--- src/rtl/zone_stream_ctrl_if.sv ---
// LED stream handshake between zone_stream_ctrl (master) and the WS2812 serializer (slave).
interface zone_stream_ctrl_if;
  logic [23:0] led_data;
  logic        led_valid;
  logic        led_ready;

  modport master (output led_data, output led_valid, input led_ready);
  modport slave  (input led_data, input led_valid, output led_ready);
endinterface

--- src/rtl/zone_stream_ctrl.sv ---
// Frame sequencer: fills the zone buffer from the averager via nxt requests, then
// streams the buffer to the LED serializer with wrap-around and a latch gap.
module zone_stream_ctrl #(
  parameter int unsigned NUM_ZONES    = 30,
  parameter int unsigned RD_LAT       = 2,
  parameter int unsigned START_OFFSET = 0,
  parameter int unsigned REVERSE      = 0,
  parameter int unsigned GRB_OUT      = 1,
  parameter int unsigned RESET_CYC    = 8000
) (
  input  logic                clk,
  input  logic                rst,
  input  logic                trig,
  input  logic [23:0]         avg_rgb,
  output logic                nxt,
  zone_stream_ctrl_if.master  led,
  output logic [7:0]          zone_idx,
  output logic                busy,
  output logic                overrun
);

  localparam int unsigned IW = $clog2(NUM_ZONES);
  localparam int unsigned GW = $clog2(RESET_CYC + 1);
  localparam logic [7:0]  LAST  = 8'(NUM_ZONES - 1);
  localparam logic [7:0]  START = 8'(START_OFFSET);

  typedef enum logic [2:0] {S_IDLE, S_REQ, S_WAIT, S_STREAM, S_GAP} state_t;

  state_t          state, state_n;
  logic [7:0]      fill, rd, lcnt;
  logic [3:0]      lat;
  logic [GW-1:0]   gcnt;
  logic [23:0]     zbuf [NUM_ZONES];
  logic [23:0]     rd_word;
  logic            sample;
  logic            hs;

  // The averaged colour is valid in the cycle the latency counter runs out.
  assign sample  = (state == S_WAIT) && (lat == 4'd1);
  assign hs      = (state == S_STREAM) && led.led_ready;
  assign rd_word = zbuf[IW'(rd)];

  always_comb begin
    state_n = state;
    unique case (state)
      S_IDLE:   if (trig) state_n = S_REQ;
      S_REQ:    state_n = S_WAIT;
      S_WAIT:   if (sample) state_n = (fill == LAST) ? S_STREAM : S_REQ;
      S_STREAM: if (hs && (lcnt == LAST)) state_n = S_GAP;
      S_GAP:    if (gcnt == GW'(RESET_CYC - 1)) state_n = S_IDLE;
      default:  state_n = S_IDLE;
    endcase
  end

  always_comb begin
    nxt           = (state == S_REQ);
    busy          = (state != S_IDLE);
    led.led_valid = (state == S_STREAM);
    led.led_data  = '0;
    zone_idx      = '0;
    if (state == S_STREAM) begin
      led.led_data = (GRB_OUT != 0) ? {rd_word[15:8], rd_word[23:16], rd_word[7:0]} : rd_word;
      zone_idx     = rd;
    end else if ((state == S_REQ) || (state == S_WAIT)) begin
      zone_idx = fill;
    end
  end

  always_ff @(posedge clk) begin
    if (rst) begin
      state <= S_IDLE;
      fill  <= '0;
      rd    <= '0;
      lcnt  <= '0;
      lat   <= '0;
      gcnt  <= '0;
    end else begin
      state <= state_n;
      unique case (state)
        S_IDLE: if (trig) fill <= '0;
        S_REQ:  lat <= 4'(RD_LAT);
        S_WAIT: begin
          lat <= lat - 4'd1;
          if (sample) begin
            if (fill == LAST) begin
              rd   <= START;
              lcnt <= '0;
            end else begin
              fill <= fill + 8'd1;
            end
          end
        end
        S_STREAM: begin
          if (hs) begin
            if (REVERSE != 0) rd <= (rd == 8'd0) ? LAST : rd - 8'd1;
            else              rd <= (rd == LAST) ? 8'd0 : rd + 8'd1;
            lcnt <= lcnt + 8'd1;
            gcnt <= '0;
          end
        end
        S_GAP:   gcnt <= gcnt + GW'(1);
        default: ;
      endcase
    end
  end

  always_ff @(posedge clk) begin
    if (rst) overrun <= 1'b0;
    else if (trig && (state != S_IDLE)) overrun <= 1'b1;
  end

  always_ff @(posedge clk) begin
    if (!rst && sample) zbuf[IW'(fill)] <= avg_rgb;
  end

endmodule

--- src/flat_wrapper.sv ---
// flat-port wrapper written by rule: the top's interface ports become plain ports
module zone_stream_ctrl_flat 
#(
  parameter int unsigned NUM_ZONES    = 30,
  parameter int unsigned RD_LAT       = 2,
  parameter int unsigned START_OFFSET = 0,
  parameter int unsigned REVERSE      = 0,
  parameter int unsigned GRB_OUT      = 1,
  parameter int unsigned RESET_CYC    = 8000
)
  (clk, rst, trig, avg_rgb, nxt, zone_idx, busy, overrun, led_led_data, led_led_valid, led_led_ready);
  zone_stream_ctrl_if led_i ();
  input  logic clk;
  input  logic rst;
  input  logic trig;
  input  logic [23:0] avg_rgb;
  output logic nxt;
  output logic [7:0] zone_idx;
  output logic busy;
  output logic overrun;
  output wire logic [$bits(led_i.led_data)-1:0] led_led_data;
  output wire logic [$bits(led_i.led_valid)-1:0] led_led_valid;
  input wire logic [$bits(led_i.led_ready)-1:0] led_led_ready;
  assign led_led_data = led_i.led_data;
  assign led_led_valid = led_i.led_valid;
  assign led_i.led_ready = led_led_ready;
  zone_stream_ctrl #(.NUM_ZONES(NUM_ZONES), .RD_LAT(RD_LAT), .START_OFFSET(START_OFFSET), .REVERSE(REVERSE), .GRB_OUT(GRB_OUT), .RESET_CYC(RESET_CYC)) u_core (.clk(clk), .rst(rst), .trig(trig), .avg_rgb(avg_rgb), .nxt(nxt), .led(led_i), .zone_idx(zone_idx), .busy(busy), .overrun(overrun));
endmodule
--- config.mk ---
export PLATFORM = sky130hd
export DESIGN_NAME = zone_stream_ctrl_flat
export DESIGN_NICKNAME = d
export VERILOG_FILES = /design/src/rtl/zone_stream_ctrl_if.sv /design/src/rtl/zone_stream_ctrl.sv /design/src/flat_wrapper.sv
export SDC_FILE = /design/constraint.sdc
export NUM_CORES = 1
export LEC_CHECK = 0
export CAP_MARGIN = 15
export CORE_MARGIN = 4
export CORE_UTILIZATION = 31
export CTS_CLUSTER_SIZE = 25
export DETAILED_ROUTE_END_ITERATION = 10
export GPL_ROUTABILITY_DRIVEN = 0
export GPL_TIMING_DRIVEN = 0
export SLEW_MARGIN = 20
export SYNTH_ARGS = -nofsm -noshare
export SYNTH_HDL_FRONTEND = slang
export SYNTH_SLANG_ARGS = --single-unit
--- constraint.sdc ---
create_clock -name clk -period 3.57 [get_ports clk]
set_input_delay 0.714 -clock clk [delete_from_list [all_inputs] [get_ports clk]]
set_output_delay 0.714 -clock clk [all_outputs]
set_load 0.005 [all_outputs]
==> flow_metrics.tcl, run 1 <==
set metrics [dict create \
    critPathLaunchType "register" \
    antenna_found_initial 2 \
    place_inst 2968 \
    peakVddDrop_v 0.0002548 \
    worst_ep_arrival_time_ns 2.84 \
    place_area_um2 33720 \
    synth_seq_area_share_pct 74.32 \
    cp_slowest_cell "mux4_2" \
    avgSynthCellArea_um2 19.08 \
    ys_seq_elements 770 \
    n_antenna_cell 0 \
    io_pins 64 \
    grt_first_pass_wirelength_um 117400 \
    root_buffer "clkbuf_16" \
    core-area_um2 96990 \
    synth-main-ff-cell "edfxtp_1" \
    hold_slack_ns 0.4853 \
    grt_max_degree 31 \
    critPathKind "register to primary output" \
    netlist_area_um2 30440 \
    yosys_warnings 0 \
    p_leak_nw 11.67 \
    num_vias 16597 \
    rows 114 \
    clk_path_buf_depth 3 \
    clock_sinks 770 \
    track_usage_pct 15.65 \
    tightest_slew_ns 1.045 \
    cp_max_fo 10 \
    synthesis.nets 1634 \
    finalSetupViolations 0 \
    path_cells "buf_12 > buf_4 > buf_12 > mux4_2 > mux2i_2 > a221oi_2 > o211a_1 > dlygate4sd2_1" \
    maxCapViolations 0 \
    drt_iter0_drc 1874 \
    first_global_vias 16904 \
    fin_nets 1864 \
    initial_utilization_pct 31.38 \
    finClkSkew_ns 0.03043 \
    firstDrtPassIters 5 \
    slew_viol_final 0 \
    grt_overflow_total 0 \
    htreeDepth 3 \
    dp_hpwl_um 53330 \
    die_y_um 321.3 \
    design_area_um2 37940 \
    cpMostUsedCell "buf_12" \
    critPathRequiredTime_ns 2.86 \
    cp-end-kind "primary output" \
    fmax_mhz 281.6 \
    rsz0062_at_grt "yes" \
    portBuffers 63 \
    syn_to_final_growth_pct 24.65 \
    vias_per_cell 5.246 \
    synth_edf_count 720 \
    cp_slowest_stage_delay_ns 0.53 \
    post-route-period-util_pct 99.46 \
    cts.clk_slew.worst_paths_ns 0.06 \
    relSlewSlack_pct 30.14 \
    ant_nets 0 \
    outcome "finished clean" \
    fin_crit_ns 3.551 \
    cts_made_buffers 80 \
    hp-class "register to register" \
    syn-instance-count 1595 \
    drcViolationCount 0 \
    fp.dieArea_um2 103300 \
    die_x_um 321.3 \
    hold_violations 0 \
    routed_wl_um 82550 \
    total_power_mw 18.17 \
    tritoncts "yes" \
    instances_no_fill 3164 \
    wl_per_cell_um 26.09 \
    drive_gt1_share_pct 31.83 \
    async_reset_ff_share_pct 0 \
    synth.distinct_cells 65 \
    clock_latency_ns 0.63 \
    powerDensity_nw_per_um2 478.9 \
]
## state kept, by name, indices dropped and copies added (netlist names), named ones only
signal and cells:
u_core.lat 4, u_core.fill 8, u_core.overrun 1, u_core.state 3, u_core.zbuf 720, u_core.rd 8
u_core.gcnt 13, u_core.lcnt 8
## cells in the final DEF, fill, tap and decap left out, types with 8 or more instances in the layout
cell and n:
edfxtp_1 720, mux4_2 152, clkbuf_16 82, nor2_1 66, nand2_1 66, mux2_2 62, buf_12 49, dfxtp_1 48
mux2i_1 47, a21oi_1 37, buf_4 35, clkdlybuf4s50_1 34, nor2_4 32, clkbuf_1 30, buf_16 29, clkinv_1 22
buf_2 21, o22ai_1 18, nand3_1 16, o21ai_0 13, inv_1 11, nor3_1 11, buf_8 11, clkbuf_8 11
ha_1 11, clkinv_2 11, a22o_1 10, nor2b_1 9, a221oi_2 9, a21oi_2 8, nand4_1 8
## routing by layer
layer  track usage (%)  vias up  wire length [um]
met5                 0        -                27
met4             5.097        4              2355
met3             2.473      143              5260
met2             27.52      699             42380
met1             19.86     8766             32530
li1                  -     6985                 -
## Yosys cell counts, drive strengths merged (3+ instances only)
master / count / area share (%)
nor3: 12 / 0.20
or3b: 3 / 0.086
nand3: 16 / 0.26
and2: 3 / 0.062
xnor2: 6 / 0.17
inv: 13 / 0.16
nand2b: 5 / 0.10
a22oi: 8 / 0.24
clkbuf: 38 / 0.47
o22ai: 20 / 0.41
nand4b: 3 / 0.086
nor4: 4 / 0.082
ha: 11 / 0.45
o21ai: 20 / 0.33
a311oi: 4 / 0.12
nor2: 101 / 1.2
nand4: 8 / 0.16
mux2i: 56 / 1.8
o211ai: 6 / 0.15
a221oi: 10 / 0.29
dfxtp: 50 / 3.3
buf: 44 / 0.76
a211oi: 9 / 0.22
nand3b: 8 / 0.24
or3: 7 / 0.14
a21oi: 47 / 0.77
or2: 5 / 0.10
a22o: 10 / 0.29
xor2: 7 / 0.20
o211a: 6 / 0.20
mux2: 63 / 2.3
nor2b: 11 / 0.23
nand2: 66 / 0.81
nor4b: 4 / 0.14
nor3b: 5 / 0.16
edfxtp: 720 / 71
mux4: 152 / 11
and3: 5 / 0.10
o221ai: 8 / 0.23
## cells by family after synthesis
| kind of cell | Yosys count | share of synthesized area (%) |
|---|---|---|
| buffers and inverters | 95 | 1.394 |
| xor gates and xnor gates | 13 | 0.3741 |
| muxes | 271 | 15.42 |
| AOI/OAI and AO/OA | 165 | 3.704 |
| and+or+nand+nor | 270 | 4.333 |
| DFF | 770 | 74.32 |
| adders and majority gates | 11 | 0.4522 |
## power breakdown
group	switching (mW)	total, mW	internal [mW]
Clock	3.46	7.99	4.53
Combinational	0.214	0.299	0.0851
Sequential	0.00916	9.88	9.87
Total	3.68	18.2	14.5
## area by class of cell
| cell class | instances | area [um2] |
|---|---|---|
| Timing Repair Buffer | 151 | 2097 |
| Fill cell | 8596 | 59050 |
| Tap cell | 1276 | 1597 |
| Multi-Input combinational cell | 730 | 8024 |
| Clock buffer | 101 | 2122 |
| Buffer | 79 | 1027 |
| Sequential cell | 770 | 22630 |
| Clock inverter | 44 | 397.9 |
| Inverter | 13 | 48.80 |
## timing repair
action | CTS | global route
pin swaps | 30 | 15
endpoints found under the setup margin | 29 | 112
hold buffers | 0 | 0
hold endpoints to repair | 0 | 0
resized for setup | 333 | 25
cloned | 5 | 0
setup buffers | 26 | 24
## worst paths after layout
path / start / end / slack (ns) / cells past startpoint
setup reg to reg: u_core.lat[0]$_SDFFE_PP0N_ / u_core.zbuf[17][13]$_DFFE_PP_ / 0.18 / 7
setup / recovery: register / led_led_data[9] / 0.02 / 8
hold / removal: u_core.lat[3]$_SDFFE_PP0N_ / u_core.lat[3]$_SDFFE_PP0N_ / 0.49 / 2
hold reg to reg: u_core.lat[3]$_SDFFE_PP0N_ / u_core.lat[3]$_SDFFE_PP0N_ / 0.49 / 2
## critical path: cells and delay by family, from the launching register on
kind | cells | cell delay [ns]
muxes | 2 | 0.78
buffers and inverters | 4 | 0.77
DFF | 1 | 0.35
AOI/OAI and AO/OA | 2 | 0.28
## metrics by stage
| stage | worst slack [ns] | TNS, ns | util, % |
|---|---|---|---|
| floorplan | 0.6896 | 0 | - |
| global placement | -1.547 | -898.11 | 33.68 |
| detailed placement | -1.195 | -14.02 | 34.77 |
| CTS | -0.05994 | -0.09593 | 38.76 |
| global route | -0.08034 | -2.270 | 39.12 |
| finish | 0.01920 | 0 | 39.12 |
(Power assumes the default switching activity.)
==> run 2: changes to the inputs <==
--- a/config.mk
+++ b/config.mk
@@ -6,12 +6,14 @@
 export NUM_CORES = 1
 export LEC_CHECK = 0
 export CAP_MARGIN = 15
+export CORE_ASPECT_RATIO = 1.1
 export CORE_MARGIN = 4
 export CORE_UTILIZATION = 31
 export CTS_CLUSTER_SIZE = 25
 export DETAILED_ROUTE_END_ITERATION = 10
 export GPL_ROUTABILITY_DRIVEN = 0
 export GPL_TIMING_DRIVEN = 0
+export SKIP_CTS_REPAIR_TIMING = 1
 export SLEW_MARGIN = 20
 export SYNTH_ARGS = -nofsm -noshare
 export SYNTH_HDL_FRONTEND = slang
==> run 2 against run 1 <==
The run now ends with negative setup slack left. Via count is 2.3% lower. Critical endpoint is now led_led_data[1]. Highest routed layer is now met4. Die area hardly changed. Sequential power hardly changed. Largest cell class unchanged. Combinational power is 1% higher. Register-to-register slack worse by 0.03 ns. Setup slack worse by 0.19 ns. Worst hold slack worse by 0.015 ns. Global-route usage is 0.16 points lower. Clock-buffer cell count is 13 lower.
==> flow_metrics.tcl, run 2 (same netlist as run 1, synthesis figures left out) <==
set metrics [dict create \
    outcome "finished, violations left" \
    violations "negative setup slack" \
    portBuffers 63 \
    drt_iter0_drc 1909 \
    num_vias 16220 \
    min_from "u_core.overrun$_SDFFE_PP0P_" \
    met3_usage_pct 2.927 \
    final_common_cell "edfxtp_1" \
    multi_input_comb_area_um2 7978 \
    routed_wl_um 81140 \
    largest_reg_flops 720 \
    dp_hpwl_um 53160 \
    die_y_um 336.6 \
    drive_gt1_share_pct 29.92 \
    ant_nets 0 \
    setup_ws_ns -0.1694 \
    firstDrtPassIters 5 \
    maxCapViolations 0 \
    hp-class "register to register" \
    critPathRequiredTime_ns 2.86 \
    peakVddDrop_v 0.0003150 \
    first_global_vias 16784 \
    worstReg2RegStart "u_core.lat[0]$_SDFFE_PP0N_" \
    clock_sinks 770 \
    rsz0062_at_grt "yes" \
    vias_per_cell 5.182 \
    regArea_um2 22630 \
    grt_first_pass_wirelength_um 115800 \
    p_leak_nw 11.52 \
    core-area_um2 97440 \
    path_delay_family "buffers and inverters" \
    worst_ep_arrival_time_ns 3.03 \
    grtUsageMet2_pct 27.12 \
    total_power_mw 17.80 \
    clk_path_buf_depth 3 \
    place_area_um2 33620 \
    critPathKind "register to primary output" \
    design_area_um2 37230 \
    critPathLaunchType "register" \
    worst-path-buf-inv 4 \
    cp-end-kind "primary output" \
    powerDensity_nw_per_um2 478.1 \
    biggestRegsByFlops "u_core.zbuf (720), u_core.gcnt (13)" \
    post-route-period-util_pct 104.7 \
    slew_viol_final 0 \
    drcViolationCount 0 \
    wl_per_cell_um 25.92 \
    grt_busiest_layer "met2" \
    finClkSkew_ns 0.01989 \
    tritoncts "yes" \
    relSlewSlack_pct 23.36 \
    path_cells "buf_12 > buf_12 > buf_12 > mux4_2 > o22ai_1 > a221oi_2 > o211a_1 > clkdlybuf4s50_1" \
    final_cell_mix "720 x edfxtp_1, 152 x mux4_2, 79 x clkbuf_16" \
    fin_nets 1832 \
    nFillCells 8593 \
    cp_slowest_stage_delay_ns 0.52 \
    fin_crit_ns 3.739 \
    rows 120 \
    max_flop_register "u_core.zbuf" \
    cp_max_fo 10 \
    grt_overflow_total 0 \
    met1_usage_pct 19.29 \
    antenna_found_initial 1 \
    io_pins 64 \
    cts.clk_slew.worst_paths_ns 0.07 \
    track_usage_pct 15.49 \
    syn_to_final_growth_pct 22.32 \
    fmax_mhz 267.4 \
    clock_latency_ns 0.64 \
    root_buffer "clkbuf_16" \
    cts_made_buffers 75 \
    grt_max_degree 31 \
    cp_slowest_cell "clkdlybuf4s50_1" \
    finalSetupViolations 7 \
    htreeDepth 3 \
    tightest_slew_ns 1.147 \
    cpMostUsedCell "buf_12" \
    die_x_um 306.8 \
    fp.dieArea_um2 103300 \
    hold_violations 0 \
    initial_utilization_pct 31.24 \
]
[run 2: changes by cell type in the layout (fill, tap and decap cells not counted), moves of 8 or more]
cell / delta
buf_12: -8
buf_16: -10
clkbuf_8: -11
dlymetal6s2s_1: +15
buf_2: -9
[run 2: stage by stage]
stage / instances / utilization (%) / setup TNS (ns) / setup slack, ns / hold WS, ns
finish: 3130 / 38.21 / -0.7883 / -0.1694 / 0.4701
global route: 3130 / 38.21 / -1.975 / -0.2281 / 0.5189
CTS: 3102 / 36.92 / -33.05 / -1.909 / 0.4765
detailed placement: 2970 / 34.50 / -15.84 / -1.237 / 0.4606
global placement: 2939 / 33.53 / -858.64 / -1.400 / 0.4577
floorplan: 1595 / - / 0 / 0.6896 / 0.4489
[run 2: path summary, 6_finish.rpt]
kind                                                endpoint  slack (ns)  depth (start not counted)
worst max-delay path                         led_led_data[1]       -0.17                          8
worst min-delay path             u_core.overrun$_SDFFE_PP0P_        0.47                          2
worst max register to register  u_core.zbuf[0][20]$_DFFE_PP_        0.15                          7
worst min register to register   u_core.overrun$_SDFFE_PP0P_        0.47                          2
[run 2: area by class of cell]
type                       count  share of cell area [%]
buffer                        79                   2.574
multi-input combinational    730                   21.43
tap                         1281                   4.305
clock inverter                44                   1.086
inverter                      13                  0.1311
timing repair buffer         124                   4.460
clock buffer                  88                   5.229
sequential                   770                   60.78
antenna                        1                0.006722
[run 2: worst register-to-register path, stage by stage (launching register included)]
cell	delay, ns
dfxtp_1	0.41
ha_1	0.20
nor3b_1	0.51
nand2_1	0.14
nor2_1	0.33
nand2_1	0.54
nor2_4	0.72
buf_16	0.25
[run 2: where the power goes]
part           internal (mW)  switching, mW
combinational         0.0874          0.216
clock                   4.23           3.39
sequential              9.87        0.00900
total                   14.2           3.62
[run 2: routing by layer]
layer	vias to the layer above	wire length [um]
li1	6896	-
met1	8554	32400
met2	634	41790
met3	136	4744
met4	0	2199
met5	-	0
==> run 3: changes to the inputs <==
--- a/config.mk
+++ b/config.mk
@@ -7,12 +7,10 @@
 export LEC_CHECK = 0
 export CAP_MARGIN = 15
 export CORE_ASPECT_RATIO = 1.1
-export CORE_MARGIN = 4
 export CORE_UTILIZATION = 31
 export CTS_CLUSTER_SIZE = 25
 export DETAILED_ROUTE_END_ITERATION = 10
 export GPL_ROUTABILITY_DRIVEN = 0
-export GPL_TIMING_DRIVEN = 0
 export SKIP_CTS_REPAIR_TIMING = 1
 export SLEW_MARGIN = 20
 export SYNTH_ARGS = -nofsm -noshare
==> run 3 against run 2 <==
The run still ends with negative setup slack left. Sequential power barely moved. Flip-flop and latch count did not move. Cell count rose by 0.96%. Clock skew rose by 0.00059 ns. Register-to-register slack improved by 0.36 ns. Routed wire length fell by 3.2%. Critical path type unchanged.
==> flow_metrics.tcl, run 3 (same netlist as run 1, synthesis figures left out) <==
set metrics [dict create \
    outcome "finished, violations left" \
    violations "negative setup slack" \
    setup_ws_ns -0.2068 \
    grt_max_degree 42 \
    fin_nets 1866 \
    ant_nets 0 \
    die_y_um 330.6 \
    finalSetupViolations 3 \
    p_clk_share_pct 43.3 \
    grt_first_pass_wirelength_um 111200 \
    relSlewSlack_pct 27.95 \
    nFillCells 8752 \
    critPathKind "register to primary output" \
    post-route-period-util_pct 105.8 \
    total_power_mw 17.94 \
    rows 120 \
    root_buffer "clkbuf_16" \
    cp_slowest_cell "mux4_2" \
    powerDensity_nw_per_um2 484.1 \
    core-area_um2 97290 \
    hold_violations 0 \
    combPwrFrac_pct 1.6 \
    first_global_vias 16232 \
    firstDrtPassIters 5 \
    peakVddDrop_v 0.0003635 \
    critPathLaunchType "register" \
    cp-end-kind "primary output" \
    cp_max_fo 12 \
    fin_crit_ns 3.777 \
    grt_overflow_total 0 \
    slew_viol_final 0 \
    drcViolationCount 0 \
    syn_to_final_growth_pct 21.77 \
    p_leak_nw 11.76 \
    hp-class "register to register" \
    finClkSkew_ns 0.02048 \
    largest_reg_flops 720 \
    max_flop_register "u_core.zbuf" \
    fmax_mhz 264.8 \
    clock_latency_ns 0.63 \
    fp.dieArea_um2 99440 \
    wl_per_cell_um 24.86 \
    antenna_found_initial 3 \
    path_cells "buf_12 > mux4_2 > nor2_2 > a221oi_2 > o31ai_1 > a211oi_2 > buf_4 > clkdlybuf4s50_1" \
    p_switching_mw 3.544 \
    hold_slack_ns 0.4864 \
    p_int_mw 14.40 \
    cp_slowest_stage_delay_ns 0.53 \
    dp_hpwl_um 45540 \
    die_x_um 300.8 \
    critPathRequiredTime_ns 2.86 \
    drt_iter0_drc 1365 \
    num_vias 16218 \
    final_common_cell "edfxtp_1" \
    portBuffers 63 \
    vias_per_cell 5.132 \
    drive_gt1_share_pct 30.51 \
    rsz0062_at_grt "yes" \
    p_sw_share_pct 19.76 \
    cts_made_buffers 74 \
    clock_sinks 770 \
    initial_utilization_pct 31.28 \
    maxCapViolations 0 \
    routed_wl_um 78550 \
    track_usage_pct 15.28 \
    p_seq_share_pct 55.1 \
    io_pins 64 \
    tightest_slew_ns 1.077 \
    clk_path_buf_depth 3 \
    final_cell_mix "720 x edfxtp_1, 152 x mux4_2, 122 x buf_4" \
    tritoncts "yes" \
    biggestRegsByFlops "u_core.zbuf (720), u_core.gcnt (13)" \
    htreeDepth 3 \
    dp_slack_ns 0.2342 \
    cts.clk_slew.worst_paths_ns 0.07 \
    worst_ep_arrival_time_ns 3.06 \
]
==> run 3: through the flow <==
step | utilization [%] | cells | cell area, um2 | TNS [ns]
6_report | 38.09 | 3160 | 37060 | -0.4389
5_1_grt | 38.09 | 3160 | 37060 | -0.7799
4_1_cts | 36.94 | 3077 | 35940 | -7.509
3_5_place_dp | 34.52 | 2950 | 33580 | 0
3_3_place_gp | 34.51 | 2950 | 33580 | 0
2_1_floorplan | - | 1595 | 30440 | 0
==> run 3: power by group through the flow <==
stage          combinational, mW  sequential [mW]  clock [mW]
2_1_floorplan             0.0981             10.1           0
3_3_place_gp               0.279             10.1           0
3_5_place_dp               0.296             10.1           0
4_1_cts                    0.297             9.88        7.91
5_1_grt                    0.323             9.87        8.23
6_report                   0.295             9.88        7.77
==> run 3: area by class of cell <==
type / count / area (um2) / area share [%]
sequential: 770 / 22630 / 61.07
clock inverter: 40 / 439.2 / 1.185
multi-input combinational: 730 / 7770 / 20.96
tap: 1281 / 1603 / 4.325
timing repair buffer: 238 / 2645 / 7.137
antenna: 1 / 2.502 / 0.006752
clock buffer: 87 / 1922 / 5.185
inverter: 13 / 48.80 / 0.1317
==> run 3: final timing paths <==
check             slack [ns]                         from  cells after the start                       endpoint
setup reg to reg        0.51   u_core.lat[0]$_SDFFE_PP0N_                      8  u_core.zbuf[19][20]$_DFFE_PP_
hold / removal          0.49  u_core.overrun$_SDFFE_PP0P_                      2    u_core.overrun$_SDFFE_PP0P_
hold reg to reg         0.49  u_core.overrun$_SDFFE_PP0P_                      2    u_core.overrun$_SDFFE_PP0P_
setup / recovery       -0.21                     register                      8               led_led_data[20]
==> run 3: metal layers <==
layer / routed length (um) / track usage (%) / part of all wire, %
met4: 1562 / 3.928 / 2.0
met1: 32520 / 19.39 / 41
met5: 0 / 0 / 0
met2: 40980 / 27.24 / 52
met3: 3479 / 2.204 / 4.4
==> run 3: critical path, delay by kind of cell (launching register included) <==
family / cells / cell delay [ns]
buffers and inverters: 3 / 0.82
multiplexers: 1 / 0.53
AO/OA/AOI/OAI: 3 / 0.47
flip-flops: 1 / 0.45
AND/OR/NAND/NOR: 1 / 0.15
